$ cat src/rtl/nibble_symbolizer_if.sv
// rtl/nibble_symbolizer_if.sv - nibble input handshake and symbol output bundle for nibble_symbolizer
interface nibble_symbolizer_if;
    logic [3:0] nib_in;
    logic       nib_valid;
    logic       nib_ready;
    logic [3:0] sym_out;
    logic       sym_valid;

    modport master (
        output nib_in,
        output nib_valid,
        input  nib_ready,
        input  sym_out,
        input  sym_valid
    );

    modport slave (
        input  nib_in,
        input  nib_valid,
        output nib_ready,
        output sym_out,
        output sym_valid
    );
endinterface

$ cat src/rtl/nibble_symbolizer.sv
// rtl/nibble_symbolizer.sv - nibble FIFO plus 1/2/4-bit symbol slicer paced by a symbol-period divider
// Optional Gray mapping of emitted symbols when SYM_GRAY_EN is defined.
module nibble_symbolizer #(
    parameter int FIFO_DEPTH = 8,
    parameter int SYM_DIV    = 16
) (
    input  logic                          clk,
    input  logic                          rst_n,
    input  logic                          enable,
    input  logic [1:0]                    mod_sel,
    nibble_symbolizer_if.slave            bus,
    output logic                          underrun,
    output logic [$clog2(FIFO_DEPTH):0]   fifo_level
);
    localparam int AW = $clog2(FIFO_DEPTH);
    localparam int DW = $clog2(SYM_DIV);

    localparam logic [1:0] S_IDLE   = 2'd0;
    localparam logic [1:0] S_WAIT   = 2'd1;
    localparam logic [1:0] S_ACTIVE = 2'd2;

    logic [3:0]    r_mem [FIFO_DEPTH];
    logic [AW-1:0] r_wr_ptr;
    logic [AW-1:0] r_rd_ptr;
    logic [AW:0]   r_level;
    logic [DW-1:0] r_div;
    logic [1:0]    r_state;
    logic [1:0]    r_k;
    logic [1:0]    r_rem;
    logic [3:0]    r_nib;
    logic [3:0]    r_sym;
    logic          r_sym_valid;
    logic          r_under;
    logic          r_en_d;

    logic          w_full;
    logic          w_push;
    logic          w_tick;
    logic          w_load;
    logic          w_pop;
    logic          w_shift;
    logic          w_emit;
    logic [1:0]    w_k;
    logic [3:0]    w_nib;
    logic [3:0]    w_slice;
    logic [3:0]    w_sym;
    logic [3:0]    w_nib_next;
    logic [1:0]    w_rem_load;

    assign w_full  = (r_level == (AW+1)'(FIFO_DEPTH));
    assign w_push  = bus.nib_valid && !w_full;
    assign w_tick  = enable && (r_div == DW'(SYM_DIV - 1));
    assign w_load  = w_tick && (r_state == S_WAIT);
    assign w_pop   = w_load && (r_level != '0);
    assign w_shift = w_tick && (r_state == S_ACTIVE);
    assign w_emit  = w_pop || w_shift;

    // k code: 0 = 1 bit, 1 = 2 bits, 2 = 4 bits; mod_sel only matters at nibble load
    assign w_k   = w_pop ? (mod_sel[1] ? 2'd2 : {1'b0, mod_sel[0]}) : r_k;
    assign w_nib = w_pop ? r_mem[r_rd_ptr] : r_nib;

    always_comb begin
        w_slice    = w_nib;
        w_nib_next = 4'd0;
        w_rem_load = 2'd0;
        case (w_k)
            2'd0: begin
                w_slice    = {3'b000, w_nib[3]};
                w_nib_next = {w_nib[2:0], 1'b0};
                w_rem_load = 2'd3;
            end
            2'd1: begin
                w_slice    = {2'b00, w_nib[3:2]};
                w_nib_next = {w_nib[1:0], 2'b00};
                w_rem_load = 2'd1;
            end
            default: begin
                w_slice    = w_nib;
                w_nib_next = 4'd0;
                w_rem_load = 2'd0;
            end
        endcase
    end

`ifdef SYM_GRAY_EN
    // Upper bits of the slice are zero, so a full-width shift stays within k bits
    assign w_sym = w_slice ^ (w_slice >> 1);
`else
    assign w_sym = w_slice;
`endif

    always_ff @(posedge clk) begin
        if (w_push) r_mem[r_wr_ptr] <= bus.nib_in;
    end

    always_ff @(posedge clk or negedge rst_n) begin
        if (!rst_n) begin
            r_wr_ptr <= '0;
            r_rd_ptr <= '0;
            r_level  <= '0;
        end else begin
            if (w_push) r_wr_ptr <= r_wr_ptr + 1'b1;
            if (w_pop)  r_rd_ptr <= r_rd_ptr + 1'b1;
            if (w_push && !w_pop)      r_level <= r_level + 1'b1;
            else if (!w_push && w_pop) r_level <= r_level - 1'b1;
        end
    end

    always_ff @(posedge clk or negedge rst_n) begin
        if (!rst_n)       r_div <= '0;
        else if (!enable) r_div <= '0;
        else if (w_tick)  r_div <= '0;
        else              r_div <= r_div + 1'b1;
    end

    always_ff @(posedge clk or negedge rst_n) begin
        if (!rst_n) begin
            r_state <= S_IDLE;
            r_k     <= 2'd0;
            r_rem   <= 2'd0;
            r_nib   <= 4'd0;
        end else if (!enable) begin
            r_state <= S_IDLE;
            r_rem   <= 2'd0;
        end else begin
            case (r_state)
                S_IDLE: r_state <= S_WAIT;
                S_WAIT: begin
                    if (w_pop) begin
                        r_nib   <= w_nib_next;
                        r_k     <= w_k;
                        r_rem   <= w_rem_load;
                        r_state <= (w_rem_load != 2'd0) ? S_ACTIVE : S_WAIT;
                    end
                end
                S_ACTIVE: begin
                    if (w_shift) begin
                        r_nib <= w_nib_next;
                        r_rem <= r_rem - 2'd1;
                        if (r_rem == 2'd1) r_state <= S_WAIT;
                    end
                end
                default: r_state <= S_IDLE;
            endcase
        end
    end

    always_ff @(posedge clk or negedge rst_n) begin
        if (!rst_n) begin
            r_sym       <= 4'd0;
            r_sym_valid <= 1'b0;
            r_under     <= 1'b0;
            r_en_d      <= 1'b0;
        end else begin
            r_sym_valid <= w_emit;
            if (w_emit) r_sym <= w_sym;
            if (enable && !r_en_d)          r_under <= 1'b0;
            else if (w_load && !w_pop)      r_under <= 1'b1;
            r_en_d <= enable;
        end
    end

    assign bus.nib_ready = !w_full;
    assign bus.sym_out   = r_sym;
    assign bus.sym_valid = r_sym_valid;
    assign underrun      = r_under;
    assign fifo_level    = r_level;
endmodule

$ cat src/flat_wrapper.sv
// flat-port wrapper written by rule: the top's interface ports become plain ports
module nibble_symbolizer_flat 
#(
    parameter int FIFO_DEPTH = 8,
    parameter int SYM_DIV    = 16
)
  (clk, rst_n, enable, mod_sel, underrun, fifo_level, bus_nib_in, bus_nib_valid, bus_nib_ready, bus_sym_out, bus_sym_valid);
  nibble_symbolizer_if bus_i ();
  input  logic clk;
  input  logic rst_n;
  input  logic enable;
  input  logic [1:0] mod_sel;
  output logic underrun;
  output logic [$clog2(FIFO_DEPTH):0] fifo_level;
  input wire logic [$bits(bus_i.nib_in)-1:0] bus_nib_in;
  input wire logic [$bits(bus_i.nib_valid)-1:0] bus_nib_valid;
  output wire logic [$bits(bus_i.nib_ready)-1:0] bus_nib_ready;
  output wire logic [$bits(bus_i.sym_out)-1:0] bus_sym_out;
  output wire logic [$bits(bus_i.sym_valid)-1:0] bus_sym_valid;
  assign bus_i.nib_in = bus_nib_in;
  assign bus_i.nib_valid = bus_nib_valid;
  assign bus_nib_ready = bus_i.nib_ready;
  assign bus_sym_out = bus_i.sym_out;
  assign bus_sym_valid = bus_i.sym_valid;
  nibble_symbolizer #(.FIFO_DEPTH(FIFO_DEPTH), .SYM_DIV(SYM_DIV)) u_core (.clk(clk), .rst_n(rst_n), .enable(enable), .mod_sel(mod_sel), .bus(bus_i), .underrun(underrun), .fifo_level(fifo_level));
endmodule
$ cat config.mk
export PLATFORM = sky130hd
export DESIGN_NAME = nibble_symbolizer_flat
export DESIGN_NICKNAME = d
export VERILOG_FILES = /design/src/rtl/nibble_symbolizer_if.sv /design/src/rtl/nibble_symbolizer.sv /design/src/flat_wrapper.sv
export SDC_FILE = /design/constraint.sdc
export NUM_CORES = 1
export LEC_CHECK = 0
export BUFFER_PORTS_ARGS = -buffer_cell sky130_fd_sc_hd__buf_2
export CORE_MARGIN = 2
export CORE_UTILIZATION = 45
export CTS_CLUSTER_SIZE = 25
export DETAILED_ROUTE_END_ITERATION = 12
export GPL_TIMING_DRIVEN = 0
export PLACE_DENSITY_LB_ADDON = 0.2
export SLEW_MARGIN = 20
export SYNTH_ARGS = -nofsm -noshare
export SYNTH_HDL_FRONTEND = slang
export SYNTH_SLANG_ARGS = --single-unit
$ cat constraint.sdc
create_clock -name clk -period 4.4 [get_ports clk]
set_input_delay 0.44 -clock clk [delete_from_list [all_inputs] [get_ports clk]]
set_output_delay 0.44 -clock clk [all_outputs]
set_load 0.1 [all_outputs]
==> flow_summary.yaml, run 1 <==
critical_path:
  path_max_fanout: 10
  setup.worst_path.start_class: "register"
  worstSetupPathType: "reg2reg"
  end_kind: "register"
  cp_data_arrival_time_ps: 3090
  required_ps: 4620
synth:
  yosysWarnings: 0
  ys_seq_area_share_pct: 58.49
  synthAdderAreaFrac_pct: 5.387
  synth_cells: 220
  synth.avg_cell_area_um2: 13.30
  syn_area_um2: 2927
  synth_area_leader_cell: "edfxtp_1"
  yosys.area_share.simple_pct: 10.43
  synth.top_cell.area_share_pct: 32.83
  synth_area_leaders: "edfxtp_1 33%, dfrtp_1 26%, mux4_2 6.2%"
  synthXorXnorAreaFrac_pct: 2.693
  synthArstFlopShare_pct: 48.39
  synth_nets: 242
  synth_compound_area_share_pct: 10.00
  synth_ff_type: "edfxtp_1"
  synth_top_family_by_area: "simple AND/OR/NAND/NOR gates"
  synth.distinct_cells: 52
  synth_edf_count: 32
  yosys_register_bits: 62
  synth.area.mux_share_pct: 9.406
clock_network:
  path_clk_slew_ps: 80
  cts.htree.levels: 3
  clk_latency_ps: 340
  cts_sinks: 62
  root_buffer: "clkbuf_8"
  numCtsBuffers: 9
  clock_path_buffers: 2
  hold_buffers: 0
  cts_tree: "yes"
  cts_setup_buffers: 0
  post_cts_resized: 0
timing:
  slew_violations: 0
  period_share_pct: 65.33
  setup_ws_ps: 1525
  finalHoldViolations: 0
  setup_tns_ps: 0
  max_slew.worst_pin.slew_ps: 694.6
  rsz0062_at_grt: "no"
  fin_crit_ps: 2875
  final-setup-viol-count: 0
  clock_skew_ps: 9.260
  slew_headroom_pct: 53.69
  fmax_mhz: 347.9
power_and_ir_drop:
  power.density_nw_per_um2: 532.3
  combPwrFrac_pct: 29.1
  power_leakage_nw: 1.323
  intPower_w: 0.001085
  pwr-share-seq_pct: 44.9
  swShare_pct: 38.29
  p_switching_w: 0.0006732
  p_clk_share_pct: 26.0
  ir_drop_v: 0.0002709
floorplanning:
  start_util_pct: 46.35
  io_pins: 21
  dieArea_um2: 7165
  dieWidth_um: 84.65
  design.core.area_um2: 6314
  core.rowCount: 29
  die_height_um: 84.65
global_route:
  grt_max_degree: 31
  gr-usage-all-layers_pct: 15.63
  overflow: 0
  antenna_found_initial: 0
  grt_pass1_wl_um: 8473
  grt_pass1_vias: 1737
route:
  viasPerCell: 5.282
  drt_iter0_markers: 72
  drt.antenna.violating_nets: 0
  vias: 1759
  drt-pass1-iter-count: 4
  drcViolationCount: 0
  finalWirelength_um: 5140
  avgRoutedWirePerCell_um: 15.44
final_layout:
  layout-drive-gt1-share_pct: 24.22
  final.fill_count: 562
  diodes: 0
  area_growth_pct: 12.87
  finalNetCount: 273
  stdcell_area_um2: 3303
placed_design:
  pre_cts_slack_ps: 1530
  io_buffers: 20
  place_area_um2: 3123
  dp_hpwl_um: 3645
  place.gp.congestion: 0.7722
job:
  cap_violations: 0
run_status:
  status: "finished clean"
hold_path:
  hold_class: "in2async"
[path summary, 6_finish.rpt]
check                                                        from                                end  slack (ps)  depth (start not counted)
worst min-delay path                                        rst_n     u_core.r_rd_ptr[1]$_DFFE_PN0P_         140                          1
worst max-delay path                u_core.r_state[1]$_DFFE_PN0P_   u_core.fifo_level[3]$_DFFE_PN0P_        1530                         14
min in group clk                                           enable            u_core.r_en_d$_DFF_PN0_         310                          1
worst max register to register      u_core.r_state[1]$_DFFE_PN0P_   u_core.fifo_level[3]$_DFFE_PN0P_        1530                         14
worst min register to register  u_core.bus.sym_out[2]$_DFFE_PN0P_  u_core.bus.sym_out[2]$_DFFE_PN0P_         470                          2
max in group asynchronous                                   rst_n     u_core.r_wr_ptr[2]$_DFFE_PN0P_        3810                          1
[worst max-delay path, cell delays in order (launching register included)]
cell and delay, ps:
dfrtp_1 420, inv_1 90, ha_1 140, clkbuf_1 330, and3_4 270, buf_6 130, clkinv_4 110, ha_1 250
inv_1 110, ha_1 240, a21o_1 170, a21oi_1 170, xnor2_1 130, nor2_1 60, xor2_1 140
[synthesized netlist by cell type (2+ instances only)]
master and instances:
a21boi_0 2, a21oi_1 8, and3_1 2, buf_2 2, clkbuf_1 4, dfrtp_1 30, edfxtp_1 32, ha_1 11
inv_1 11, mux2_2 4, mux2i_1 5, mux4_2 8, nand2_1 19, nand2b_1 4, nand3_1 2, nand4_1 2
nand4b_1 2, nor2_1 13, nor2b_1 2, nor3_1 6, o21ai_0 10, o31ai_1 3, o41ai_2 2, xnor2_1 7
xor2_1 2
[routing by layer]
layer  track usage [%]  vias to the layer above  part of all wire [%]
met2             23.62                       21                    46
met4             8.658                        0                   2.1
met5                 0                        -                     0
met3             3.441                        8                   2.6
met1             21.00                      855                    49
li1                  -                      875                     -
[power by group through the flow]
stage                     combinational (W)  clock [W]  sequential (W)
final                              0.000512   0.000458        0.000789
after global routing               0.000569   0.000497        0.000802
after CTS                          0.000519   0.000467        0.000791
after detailed placement           0.000517          0        0.000802
after global placement             0.000514          0        0.000800
after floorplan                    0.000287          0        0.000920
[registers in the layout, summed over array words and instances, names as in the netlist]
signal and count:
u_core.r_mem 32, u_core.bus.sym_out 4, u_core.fifo_level 4, u_core.r_div 4
u_core.r_nib 3, u_core.r_rd_ptr 3, u_core.r_wr_ptr 3, u_core.r_k 2
u_core.r_rem 2, u_core.r_state 2, u_core.bus.sym_valid 1, u_core.r_en_d 1
u_core.underrun 1
[cell families (layout without fill, tap and decap cells)]
kind of cell             Yosys count  count (layout)
AO/OA/AOI/OAI                     39              39
XOR/XNOR                           9               9
adder cells (fa/ha/maj)           12              12
buffers and inverters             21              57
flip-flops                        62              62
multiplexers                      17              17
AND/OR/NAND/NOR                   60              60
[stage by stage]
stage | hold WS (ps) | utilization [%] | total power, W | cells
2_1_floorplan | 144.4 | - | 0.001207 | 220
6_report | 137.1 | 52.32 | 0.001758 | 333
4_1_cts | 157.8 | 52.32 | 0.001777 | 333
3_5_place_dp | 462.9 | 49.46 | 0.001319 | 317
3_3_place_gp | 456.5 | 49.46 | 0.001314 | 317
5_1_grt | 180.0 | 52.32 | 0.001867 | 333
[cells in the final DEF, fill, tap and decap left out, drive strengths merged, types with 3 or more instances in the layout]
cell and instances:
edfxtp 32, dfrtp 30, buf 24, nand2 19, inv 15, nor2 13
clkbuf 13, ha 11, o21ai 10, a21oi 8, mux4 8, xnor2 7
nor3 6, mux2i 5, nand2b 4, mux2 4, clkinv 4, o31ai 4
and3 3, a21boi 3
[cell type report]
class | instances | area, um2 | area share, %
Sequential cell | 62 | 1712 | 51.82
Multi-Input combinational cell | 137 | 1110 | 33.60
Clock buffer | 9 | 123.9 | 3.750
Timing Repair Buffer | 20 | 100.1 | 3.030
Tap cell | 77 | 96.34 | 2.917
Clock inverter | 7 | 56.30 | 1.705
Inverter | 13 | 53.80 | 1.629
Buffer | 8 | 51.30 | 1.553
(Power assumes the default switching activity.)
==> run 2, diff against run 1 <==
==> constraint.sdc (replaced) <==
create_clock -name clk -period 2.8 [get_ports clk]
set_input_delay 0.28 -clock clk [delete_from_list [all_inputs] [get_ports clk]]
set_output_delay 0.28 -clock clk [all_outputs]
set_load 0.1 [all_outputs]
==> run 2 against run 1 <==
Clock skew is 1.6 ps higher. First-iteration DRC count is 29% lower. Register-to-register slack got worse by 1400 ps. Clock power grew 52%. Setup slack got worse by 1400 ps. Sequential share of layout area fell by 0.97 points. Non-clock buffer count rose by 5. Critical path type unchanged.
==> flow_summary.yaml, run 2 (synthesis gave the netlist of run 1 again) <==
floorplanning:
  io_pins: 21
  design.core.area_um2: 6314
  dieWidth_um: 84.65
  core.rowCount: 29
  die_height_um: 84.65
  start_util_pct: 46.35
  dieArea_um2: 7165
final_layout:
  finalNetCount: 278
  multi_input_area_um2: 1142
  area_growth_pct: 16.03
  largest_reg_flops: 32
  final_common_cell: "edfxtp_1"
  diodes: 0
  stdcell_area_um2: 3396
  register_area_um2: 1727
  final_cell_mix: "32 x edfxtp_1, 26 x dfrtp_1, 22 x buf_2"
  layout-drive-gt1-share_pct: 29.12
  largest-register: "u_core.r_mem"
  final.fill_count: 561
job:
  cap_violations: 0
timing:
  max_slew.worst_pin.slew_ps: 806.6
  rsz0062_at_grt: "no"
  slew_headroom_pct: 45.81
  finalHoldViolations: 0
  fin_crit_ps: 2686
  period_share_pct: 95.93
  clock_skew_ps: 10.85
  fin_hold_ws_ps: 156.1
  slew_violations: 0
  setup_tns_ps: 0
  final-setup-viol-count: 0
  fmax_mhz: 372.3
clock_network:
  cts.htree.levels: 3
  cts_tree: "yes"
  path_clk_slew_ps: 70
  clk_latency_ps: 330
  numCtsBuffers: 9
  clock_path_buffers: 2
  root_buffer: "clkbuf_8"
  cts_sinks: 62
route:
  vias: 1800
  drt-pass1-iter-count: 4
  drcViolationCount: 0
  drt_iter0_markers: 51
  finalWirelength_um: 5264
  viasPerCell: 5.325
  drt.antenna.violating_nets: 0
  avgRoutedWirePerCell_um: 15.57
critical_path:
  required_ps: 3010
  setup.worst_path.start_class: "register"
  worstSetupPathType: "reg2reg"
  cp_data_arrival_time_ps: 2900
  path_max_fanout: 6
  end_kind: "register"
global_route:
  overflow: 0
  grt_max_degree: 31
  grt_pass1_vias: 1800
  gr-usage-all-layers_pct: 16.07
  grt_pass1_wl_um: 8797
  antenna_found_initial: 0
hold_path:
  hold_class: "in2reg"
power_and_ir_drop:
  ir_drop_v: 0.0004581
  power_leakage_nw: 1.349
  power.density_nw_per_um2: 834.5
placed_design:
  place_area_um2: 3174
  io_buffers: 20
  place.gp.congestion: 0.7924
  dp_hpwl_um: 3705
run_status:
  status: "finished clean"
[run 2: changes by cell type in the layout (fill, tap and decap cells not counted), sizes merged]
cell,change
inv,-2
clkbuf,-1
clkinvlp,+1
dlygate4sd3,+1
clkinv,+1
buf,+5
[run 2: final cells by class]
cell class | instances | share of cell area [%]
tap | 77 | 2.837
multi-input combinational | 137 | 33.64
clock inverter | 7 | 1.474
inverter | 13 | 1.805
clock buffer | 9 | 3.648
timing repair buffer | 26 | 4.348
sequential | 62 | 50.85
buffer | 7 | 1.400
[run 2: final timing paths]
check                      depth (start not counted)  slack (ps)                           endpoint                              start
max reg2reg                                       12         110   u_core.fifo_level[3]$_DFFE_PN0P_   u_core.fifo_level[2]$_DFFE_PN0P_
max                                               12         110   u_core.fifo_level[3]$_DFFE_PN0P_   u_core.fifo_level[2]$_DFFE_PN0P_
max in group asynchronous                          2        1750   u_core.fifo_level[2]$_DFFE_PN0P_                              rst_n
min in group asynchronous                          2         530  u_core.bus.sym_out[0]$_DFFE_PN0P_                              rst_n
min reg2reg                                        2         470  u_core.bus.sym_out[2]$_DFFE_PN0P_  u_core.bus.sym_out[2]$_DFFE_PN0P_
min                                                1         160            u_core.r_en_d$_DFF_PN0_                             enable
[run 2: power breakdown]
part           internal, W  switching (W)  leakage [nW]  total, W
Sequential         0.00113       0.000123         0.675   0.00126
Clock             0.000322       0.000371        0.0832  0.000694
Combinational     0.000303       0.000580         0.591  0.000883
[run 2: per-stage QoR]
stage / util [%] / cells / worst slack (ps) / power, W
final: 53.79 / 338 / 114.0 / 0.002834
after global routing: 53.79 / 338 / 22.15 / 0.003010
after CTS: 53.13 / 333 / 22.28 / 0.002838
after detailed placement: 50.28 / 317 / 18.00 / 0.002140
after global placement: 50.28 / 317 / 41.87 / 0.002118
after floorplan: - / 220 / 2.138 / 0.001950
[run 2: worst max-delay path, cell delays in order, from the launching register on]
cell and delay [ps]:
dfrtp_4 500, or4_4 550, and3_4 200, buf_6 140, clkinv_8 60, ha_4 130
inv_1 70, ha_1 270, a21o_1 190, a21oi_2 140, xnor2_1 130, nor2_1 60
xor2_1 140
[run 2: timing repair]
action,4_1_cts,5_1_grt
buffers inserted,0,5
pin swaps,0,1
gates resized for setup,0,2
hold endpoints to repair,9,0
hold buffers,1,0
setup endpoints to repair,1,1
[run 2: layer usage]
layer / vias up / part of all wire (%) / track usage (%)
li1: 884 / - / -
met5: - / 0 / 0
met4: 0 / 1.1 / 6.494
met2: 25 / 48 / 25.91
met3: 4 / 2.8 / 3.835
met1: 887 / 48 / 21.03
==> run 3, diff against run 2 <==
--- a/config.mk
+++ b/config.mk
@@ -7,7 +7,8 @@
 export LEC_CHECK = 0
 export BUFFER_PORTS_ARGS = -buffer_cell sky130_fd_sc_hd__buf_2
 export CORE_MARGIN = 2
-export CORE_UTILIZATION = 45
+export CORE_UTILIZATION = 60
+export CTS_BUF_LIST = sky130_fd_sc_hd__clkbuf_8
 export CTS_CLUSTER_SIZE = 25
 export DETAILED_ROUTE_END_ITERATION = 12
 export GPL_TIMING_DRIVEN = 0
==> run 3 against run 2 <==
Sequential cell count unchanged. Routed wire length shrank 0.74%. Global-route usage increased by 5.3 points. First-iteration DRC count rose by 140%. Clock power rose by 4.2%. Clock-buffer cell count did not move. Utilization rose by 19 points. Power rose by 3.6%.
==> flow_summary.yaml, run 3 (synthesis gave the netlist of run 1 again) <==
final_layout:
  final.fill_count: 315
  fin_util_pct: 72.50
  diodes: 0
  largest-register: "u_core.r_mem"
  largest_reg_flops: 32
  finalNetCount: 282
  final_common_cell: "edfxtp_1"
  layout-drive-gt1-share_pct: 30.19
  stdcell_count: 332
  area_growth_pct: 17.02
  final_cell_mix: "32 x edfxtp_1, 26 x dfrtp_1, 22 x buf_2"
global_route:
  overflow: 0
  grt_max_degree: 31
  gr-usage-all-layers_pct: 21.37
  grt_pass1_wl_um: 8397
  grt_pass1_vias: 1735
  antenna_found_initial: 0
critical_path:
  worstSetupPathType: "reg2reg"
  end_kind: "register"
  ff2ff_path_depth: 12
  r2r-start: "u_core.fifo_level[2]$_DFFE_PN0P_"
  cp_data_arrival_time_ps: 2870
  setup.worst_path.start_class: "register"
  r2r_end: "u_core.fifo_level[3]$_DFFE_PN0P_"
  path_max_fanout: 8
  reg2reg_slack_ps: 150
  required_ps: 3010
clock_network:
  root_buffer: "clkbuf_8"
  numCtsBuffers: 9
  clk_latency_ps: 330
  cts_tree: "yes"
  cts.htree.levels: 3
  path_clk_slew_ps: 60
  cts_sinks: 62
  clock_path_buffers: 2
floorplanning:
  start_util_pct: 61.96
  io_pins: 21
  core.rowCount: 25
  dieArea_um2: 5452
  dieWidth_um: 73.84
  die_height_um: 73.84
  design.core.area_um2: 4723
run_status:
  status: "finished clean"
route:
  drt-pass1-iter-count: 4
  drcViolationCount: 0
  avgRoutedWirePerCell_um: 15.74
  finalWirelength_um: 5225
  drt.antenna.violating_nets: 0
  viasPerCell: 5.590
  vias: 1856
  drt_iter0_markers: 120
power_and_ir_drop:
  power_leakage_nw: 1.386
  power.density_nw_per_um2: 857.0
  ir_drop_v: 0.001287
  finalPower_w: 0.002935
hold_path:
  whs_path_depth: 1
  hold_class: "in2reg"
  hold_path.startpoint: "enable"
  worstHoldEndpoint: "u_core.r_en_d$_DFF_PN0_"
timing:
  final-setup-viol-count: 0
  max_slew.worst_pin.slew_ps: 696.2
  fmax_mhz: 376.9
  slew_violations: 0
  fin_crit_ps: 2653
  rsz0062_at_grt: "no"
  finalHoldViolations: 0
  slew_headroom_pct: 53.23
  period_share_pct: 94.76
  clock_skew_ps: 4.702
  setup_ws_ps: 146.7
  setup_tns_ps: 0
placed_design:
  place.gp.congestion: 0.8471
  io_buffers: 20
  dp_cells: 307
  dp_hpwl_um: 3614
  pre_cts_slack_ps: 67.75
job:
  cap_violations: 0
[run 3: power by group]
part / total [W] / switching [W] / internal [W]
clock network: 0.000723 / 0.000325 / 0.000398
registers: 0.00125 / 0.000116 / 0.00114
logic: 0.000961 / 0.000605 / 0.000356
total: 0.00293 / 0.00105 / 0.00189
[run 3: cell type report]
type	count	area (um2)	share of cell area, %
buffer	7	47.55	1.388
clock inverter	7	58.81	1.717
multi-input combinational	137	1145	33.43
sequential	62	1727	50.42
clock buffer	9	123.9	3.617
inverter	13	61.31	1.790
timing repair buffer	30	177.7	5.188
tap	67	83.83	2.448
[run 3: per-stage QoR]
| stage | hold slack (ps) | cell area [um2] |
|---|---|---|
| 6_report | 153.2 | 3425 |
| 5_1_grt | 152.1 | 3425 |
| 3_5_place_dp | 358.0 | 3162 |
| 3_3_place_gp | 353.6 | 3162 |
| 2_1_floorplan | -15.59 | 2978 |
| 4_1_cts | 133.5 | 3354 |
[run 3: worst max-delay path by stage]
stage / startpoint / end / slack, ps / cells past startpoint
4_1_cts: u_core.fifo_level[1]$_DFFE_PN0P_ / u_core.fifo_level[3]$_DFFE_PN0P_ / 60 / 12
5_1_grt: u_core.fifo_level[2]$_DFFE_PN0P_ / u_core.fifo_level[3]$_DFFE_PN0P_ / 30 / 12
3_5_place_dp: u_core.fifo_level[1]$_DFFE_PN0P_ / u_core.fifo_level[3]$_DFFE_PN0P_ / 70 / 12
6_report: u_core.fifo_level[2]$_DFFE_PN0P_ / u_core.fifo_level[3]$_DFFE_PN0P_ / 150 / 12
3_3_place_gp: u_core.fifo_level[1]$_DFFE_PN0P_ / u_core.fifo_level[3]$_DFFE_PN0P_ / 90 / 12
2_1_floorplan: u_core.fifo_level[1]$_DFFE_PN0P_ / u_core.fifo_level[3]$_DFFE_PN0P_ / 2 / 12
[run 3: timing repair]
item	4_1_cts	5_1_grt
hold endpoints to repair	6	0
hold buffers	1	0
buffers inserted	0	9
gates resized for setup	0	4
endpoints found under the setup margin	0	1
[run 3: routing by layer]
layer / wire length, um / share of wire, % / GRT usage, % / vias to the layer above
li1: - / - / - / 892
met1: 2518 / 48 / 31.91 / 917
met2: 2389 / 46 / 29.66 / 40
met3: 238 / 4.6 / 6.859 / 7
met4: 78 / 1.5 / 7.273 / 0
met5: 0 / 0 / 0 / -
[run 3: critical path, stage by stage (launching register included)]
cell	delay [ps]
dfrtp_4	480
or4_4	550
and3_4	200
buf_6	140
clkinv_8	70
ha_4	140
inv_2	50
ha_1	260
a21o_1	190
a21oi_2	140
xnor2_1	120
nor2_1	60
xor2_1	140
